File: src/rtl/dbus_arbiter.sv
// Two-master, one-slave data-bus arbiter: RISC-V load/store port (M0) and CNN DMA port (M1)
// sharing a single-port synchronous-read RAM. Fixed M0 priority, bounded by M1 burst lock and starvation.
module dbus_arbiter #(
  parameter int AW           = 32,
  parameter int DW           = 32,
  parameter int MAX_BURST    = 8,
  parameter int STARVE_LIMIT = 4
) (
  input  logic          clk,
  input  logic          rst,
  input  logic          m0_req,
  input  logic          m0_we,
  input  logic [3:0]    m0_sel,
  input  logic [AW-1:0] m0_addr,
  input  logic [DW-1:0] m0_wdata,
  output logic          m0_gnt,
  output logic          m0_rvalid,
  output logic [DW-1:0] m0_rdata,
  input  logic          m1_req,
  input  logic          m1_we,
  input  logic [3:0]    m1_sel,
  input  logic [AW-1:0] m1_addr,
  input  logic [DW-1:0] m1_wdata,
  input  logic          m1_lock,
  output logic          m1_gnt,
  output logic          m1_rvalid,
  output logic [DW-1:0] m1_rdata,
  output logic          s_req,
  output logic          s_we,
  output logic [3:0]    s_sel,
  output logic [AW-1:0] s_addr,
  output logic [DW-1:0] s_wdata,
  input  logic [DW-1:0] s_rdata
);

  localparam int BW = $clog2(MAX_BURST + 1);
  localparam int SW = $clog2(STARVE_LIMIT + 1);

  typedef enum logic [1:0] {
    IDLE   = 2'd0,
    OWN_M0 = 2'd1,
    OWN_M1 = 2'd2
  } owner_e;

  owner_e        owner_q, owner_d;
  logic [BW-1:0] burst_q, burst_d;
  logic [SW-1:0] starve_q, starve_d;
  logic          rd_pend_q, rd_pend_d;
  logic          rd_tag_q, rd_tag_d;

  logic keep_m1;
  logic starved;
  logic gnt0;
  logic gnt1;

  always_comb begin
    keep_m1 = (owner_q == OWN_M1) && m1_lock && m1_req &&
              ((burst_q < BW'(MAX_BURST)) || !m0_req);
    starved = m1_req && (starve_q == SW'(STARVE_LIMIT));
    // Grants are gated by rst so nothing strobes while reset is held.
    gnt1    = !rst && (keep_m1 || starved || (m1_req && !m0_req));
    gnt0    = !rst && m0_req && !keep_m1 && !starved;
  end

  always_comb begin
    owner_d   = IDLE;
    burst_d   = '0;
    starve_d  = '0;
    rd_pend_d = 1'b0;
    rd_tag_d  = 1'b0;
    if (gnt1) begin
      owner_d = OWN_M1;
      if (owner_q != OWN_M1) begin
        burst_d = BW'(1);
      end else if (burst_q < BW'(MAX_BURST)) begin
        burst_d = burst_q + BW'(1);
      end else begin
        burst_d = burst_q;
      end
      rd_pend_d = !m1_we;
      rd_tag_d  = 1'b1;
    end else if (gnt0) begin
      owner_d   = OWN_M0;
      rd_pend_d = !m0_we;
      rd_tag_d  = 1'b0;
    end
    if (m1_req && !gnt1) begin
      starve_d = (starve_q < SW'(STARVE_LIMIT)) ? starve_q + SW'(1) : starve_q;
    end
  end

  always_ff @(posedge clk or posedge rst) begin
    if (rst) begin
      owner_q   <= IDLE;
      burst_q   <= '0;
      starve_q  <= '0;
      rd_pend_q <= 1'b0;
      rd_tag_q  <= 1'b0;
    end else begin
      owner_q   <= owner_d;
      burst_q   <= burst_d;
      starve_q  <= starve_d;
      rd_pend_q <= rd_pend_d;
      rd_tag_q  <= rd_tag_d;
    end
  end

  always_comb begin
    s_req   = 1'b0;
    s_we    = 1'b0;
    s_sel   = '0;
    s_addr  = '0;
    s_wdata = '0;
    if (gnt0) begin
      s_req   = 1'b1;
      s_we    = m0_we;
      s_sel   = m0_sel;
      s_addr  = m0_addr;
      s_wdata = m0_wdata;
    end else if (gnt1) begin
      s_req   = 1'b1;
      s_we    = m1_we;
      s_sel   = m1_sel;
      s_addr  = m1_addr;
      s_wdata = m1_wdata;
    end
  end

  assign m0_gnt    = gnt0;
  assign m1_gnt    = gnt1;
  assign m0_rvalid = rd_pend_q && !rd_tag_q;
  assign m1_rvalid = rd_pend_q && rd_tag_q;
  assign m0_rdata  = s_rdata;
  assign m1_rdata  = s_rdata;

endmodule

File: config.mk
export PLATFORM = sky130hd
export DESIGN_NAME = dbus_arbiter
export DESIGN_NICKNAME = d
export VERILOG_FILES = /design/src/rtl/dbus_arbiter.sv
export SDC_FILE = /design/constraint.sdc
export NUM_CORES = 1
export LEC_CHECK = 0
export ABC_AREA = 1
export BUFFER_PORTS_ARGS = -buffer_cell sky130_fd_sc_hd__buf_4
export CAP_MARGIN = 10
export CELL_PAD_IN_SITES_DETAIL_PLACEMENT = 2
export CELL_PAD_IN_SITES_GLOBAL_PLACEMENT = 2
export CORE_MARGIN = 4
export CORE_UTILIZATION = 14
export DETAILED_ROUTE_END_ITERATION = 16
export PLACE_DENSITY_LB_ADDON = 0.1
export SYNTH_ARGS = -nofsm -noshare
export SYNTH_HDL_FRONTEND = slang
export SYNTH_SLANG_ARGS = --single-unit
File: constraint.sdc
create_clock -name clk -period 1.91 [get_ports clk]
set_clock_uncertainty 0.2 [all_clocks]
set_input_delay 0.2865 -clock clk [delete_from_list [all_inputs] [get_ports clk]]
set_output_delay 0.2865 -clock clk [all_outputs]
set_load 0.02 [all_outputs]
# ---- Yosys cells after proc, flatten, opt, wreduce, memory -nomap -nowiden
# Index checks and enable logic that the tools add are counted.
dict set report op_classes {
  div_mod_pow 0
  n_shift 0
  mux 19
  mul 0
  bitwise 0
  reduce_logical 23
  add_sub_neg 2
  n_eq_ne 5
  order_cmp 2
}
# cell count
set ops {}
lappend ops {{$mux 32} 4}
lappend ops {{$mux 4} 5}
lappend ops {{$logic_and 1x1->1} 12}
lappend ops {{$logic_not 1->1} 8}
lappend ops {{$mux 1} 7}
lappend ops {{$mux 3} 2}
lappend ops {{$add 4x1->4 const B} 1}
lappend ops {{$lt 4x4->1 const B} 1}
lappend ops {{$add 3x1->3 const B} 1}
lappend ops {{$eq 3x3->1 const B} 1}
lappend ops {{$logic_or 1x1->1} 3}
lappend ops {{$lt 3x3->1 const B} 1}
lappend ops {{$ne 3x1->1 const B} 1}
lappend ops {{$eq 2x2->1 const B} 1}
lappend ops {{$mux 2} 1}
lappend ops {{$ne 2x1->1 const B} 1}
lappend ops {{$ne 2x2->1 const B} 1}
dict set report totals {
  register_bits 11
  rom_bits 0
  ram_bits 0
  out_inout_bits 138
  elab_cells 56
  input_bits 175
  n_memories 0
  latchBits 0
}

# ---- Depth between registers and ports, before layout
dict set report logic_depth {
  word_depth 10
  mapped_depth 7
  depth_no_buf 7
}

# ---- Worst setup path after synthesis
# OpenSTA, ideal clock, no wires.
dict set report synth_timing {
  kind {register -> output}
  startpoint {register starve_q[0]}
  endpoint {output s_addr[10]}
  path_stages_with_launch 7
  path_slack_ns 0.131
  arrival_ns 1.293
  path_cell_list {dfrtp_1 -> inv_1 -> ha_1 -> nand3_1 -> nand3_4 -> buf_6 -> o21ai_2}
}
dict set report synth_between {
  elab_chain_len 7
}
# element line_no
set synth_lines {}
lappend synth_lines {{start, declared} 47} ;# logic [SW-1:0] starve_q, starve_d;
lappend synth_lines {{start signal, assigned} 102} ;# starve_q <= starve_d;
lappend synth_lines {{$eq 3x3->1 *} 59} ;# starved = m1_req && (starve_q == SW'(STARVE_LIMIT));
lappend synth_lines {{$logic_and 1x1->1 *} 59}
lappend synth_lines {{$logic_or 1x1->1 (2 in a row)} 61} ;# gnt1 = !rst && (keep_m1 || starved || (m1_req && !m0_req));
lappend synth_lines {{$logic_and 1x1->1} 61}
lappend synth_lines {{$mux 32} 120} ;# end else if (gnt1) begin
lappend synth_lines {{$mux 32 *} 114} ;# if (gnt0) begin
lappend synth_lines {{end, declared} 31} ;# output logic [AW-1:0] s_addr,
# Mark *: on every way between the ends. The rest lies on a longest branch, timed or not.

# ---- Worst setup path in the final report
dict set report layout_timing {
  startpoint {register starve_q[1]}
  endpoint {output s_addr[28]}
}
# Same word-level chain as after synthesis.

==> results.txt <==
EDFF count, synth -> 0
CP Capture Type -> output port
worst path required time -> 1420 ps
beginning of the worst hold path -> m0_we
placed cells -> 723
crit-path cells -> inv_2 > ha_4 > nand3_2 > nand3_4 > buf_12 > clkbuf_16 > o21ai_4 > buf_6
Initial Utilization -> 14.5%
drt first pass iters -> 2
area occupied by multi-input gates -> 1750 µm²
final HPWL from detailed placement -> 9580 µm
drc violations -> 0
GRT Residual Overflow -> 0
clk buf depth -> 2
worst min-delay path category -> input pin to flop
Worst Setup EP -> s_addr[28]
Die Height -> 140 µm
Crit Path Class -> flop to output port
total wire length -> 13100 µm
clock-pin transition on the worst setup and hold timing paths -> 40 ps
Layout fillers -> 1917
vias in the first global route -> 3440
startpoint class of the critical path -> flop
flops & latches, synth -> 10
final worst path period share -> 114%
post-synthesis cell count -> 353
proportion of layout cells with a drive suffix above 1 -> 77.0%
H-tree lvl count -> 1
initial antenna violation count -> 0
crit path time final -> 2170 ps
Final Hold Vio Count -> 0
Die Span X -> 140 µm
synth top area cells -> o21ai_2 24%, buf_4 20%, nand3_1 15%
dominant synthesized flop cell -> dfrtp_1
Layout Area Growth over Synthesis -> 116%
pwr dens -> 373 nW/µm²
critical path's top delay family -> buffers and inverters
register area share after synthesis -> 10.3%
Max-slew headroom -> 72.1%
Bufs and invs on worst path -> 4
# setup viols final -> 72
Num CTS Buffers -> 3
fin cells -> 751
CTS root buf -> clkbuf_16
PortBufs -> 216
CP Depth -> 8
Tot GR Track Use -> 12.5%
Worst setup startpoint -> starve_q[1]
Nets -> 710
Min Hold Slack -> 31.3 ps
fin. max-slew vios -> 0
R2R Setup Slk -> 80 ps
top cells by count, synth -> 82 x inv_1, 72 x nand3_1, 67 x o21ai_2
area leader, netlist -> o21ai_2
Slew @ Worst Pin -> 417 ps
Core Rows -> 47
register area -> 250 µm²
largest net degree at the start of global routing -> 31
setup_tns -> -16180 ps
Post-Syn Area -> 2440 µm²
RSZ-0062 raised after global routing -> yes
Pleak -> 2.57 nW
Routed Antenna Nets -> 0
FFs w/ async S/R, synth -> 100%
slowest stage delay, CP -> 370 ps
Core Area -> 16800 µm²
worst r2r path cells -> 11
Routed WL per cell -> 17.5 µm
top cell type's share of synthesized area -> 24.1%
RePlAce Congestion -> 0.726
RR Startpoint -> starve_q[0]
R2R Path End -> starve_q[0]
Avg Inst Size Synth -> 6.91 µm²
cell with the most instances after synthesis -> inv_1
PnR Total Power -> 1.96 mW
iteration-0 DRC count of the detailed router -> 51
CTS tree -> built
Max VDD drop -> 0.269 mV
io pins -> 313
first-pass GRT wire length -> 19600 µm
YS warnings -> 0
die area -> 19600 µm²
Syn Nets -> 531
Inserted Diodes -> 0
max-cap violations -> 0
clk_lat worst skew -> 240 ps
CP max-delay cell -> dfrtp_1
outcome -> finished with violations
failing checks -> setup timing
Setup WS post-layout -> -258 ps
Vias -> 3015
f_max -> 461 MHz
Vias/cell -> 4.01
post-synthesis cell type count -> 22
CTS Sinks -> 10
dpl ws -> -77.6 ps
CP arrival -> 1680 ps
CP max FO -> 8
[logic make-up after synthesis]
group	synth area share, %
DFF	10.3
xor gates and xnor gates	0.718
adders and majority gates	1.54
muxes	0.821
AOI/OAI and AO/OA	25.1
and+or+nand+nor	21.3
buffers and inverters	40.2
[state kept, by name (all words and copies together), names as in the netlist]
register	count
burst_q	4
starve_q	3
owner_q	2
rd_pend_q	1
[cell type report]
type | count | share of cell area [%]
tap | 220 | 5.23
timing repair buffer | 259 | 49.2
clock buffer | 4 | 1.69
sequential | 10 | 4.75
multi-input combinational | 176 | 33.3
inverter | 82 | 5.85
[power by group]
| part | switching (mW) | internal [mW] |
|---|---|---|
| logic | 0.610 | 0.689 |
| registers | 0.0120 | 0.224 |
| clock network | 0.111 | 0.316 |
| total | 0.733 | 1.23 |
[worst reg2reg max path: stages, from the launching register on]
cell	delay [ps]
dfrtp_1	390
inv_2	80
ha_4	160
nand2_4	60
nand3_4	120
buf_12	170
buf_8	140
nand2_4	60
buf_6	110
buf_4	130
nand2_4	60
nor2_1	40
[per-stage QoR]
stage | area [µm²] | utilization, %
floorplan | 2440 | -
detailed placement | 3880 | 23.1
global route | 5270 | 31.3
CTS | 4780 | 28.4
finish | 5270 | 31.3
global placement | 3880 | 23.1
[routing by layer]
layer  track usage (%)  routed length (µm)
met5                 0                   0
met3              4.50                1130
met1              13.9                4850
met2              23.0                6980
met4              2.60                 180
[timing repair]
item                                    4_1_cts  5_1_grt
buffers inserted                             10        3
hold endpoints to repair                     10        0
pin swaps                                     4        4
gates resized for setup                     124       67
hold buffers                                  1        0
cloned                                        6        4
endpoints found under the setup margin       72       75
[how the worst min path moves through the flow]
| stage | end | cells after the start |
|---|---|---|
| 6_report | rd_pend_q | 2 |
| 5_1_grt | rd_pend_q | 2 |
| 4_1_cts | rd_pend_q | 2 |
| 3_5_place_dp | rd_pend_q | 2 |
| 3_3_place_gp | owner_q[0] | 2 |
| 2_1_floorplan | burst_q[0] | 1 |
[layout by cell type, fill, tap and decap left out]
master and count:
clkbuf_16 7, dlygate4sd3_1 1, nand4_2 1, a21oi_1 1
buf_4 159, clkbuf_8 1, ha_1 2, nor2_4 2
dfrtp_1 10, o21ai_2 55, inv_1 79, nand3_2 51
nand2_4 3, o21ai_0 1, o21ai_4 13, nand3_1 10
nor2_2 1, buf_16 6, xor2_1 2, inv_2 3
bufbuf_16 1, mux2i_1 2, nand4_4 1, nor2_1 9
nand2_1 2, nand3_4 13, nand2_2 3, a31oi_1 1
o21ai_1 1, ha_4 1, buf_8 5, buf_12 9
buf_6 74, nand4_1 1
No activity file was read; power rests on OpenSTA's default activity.
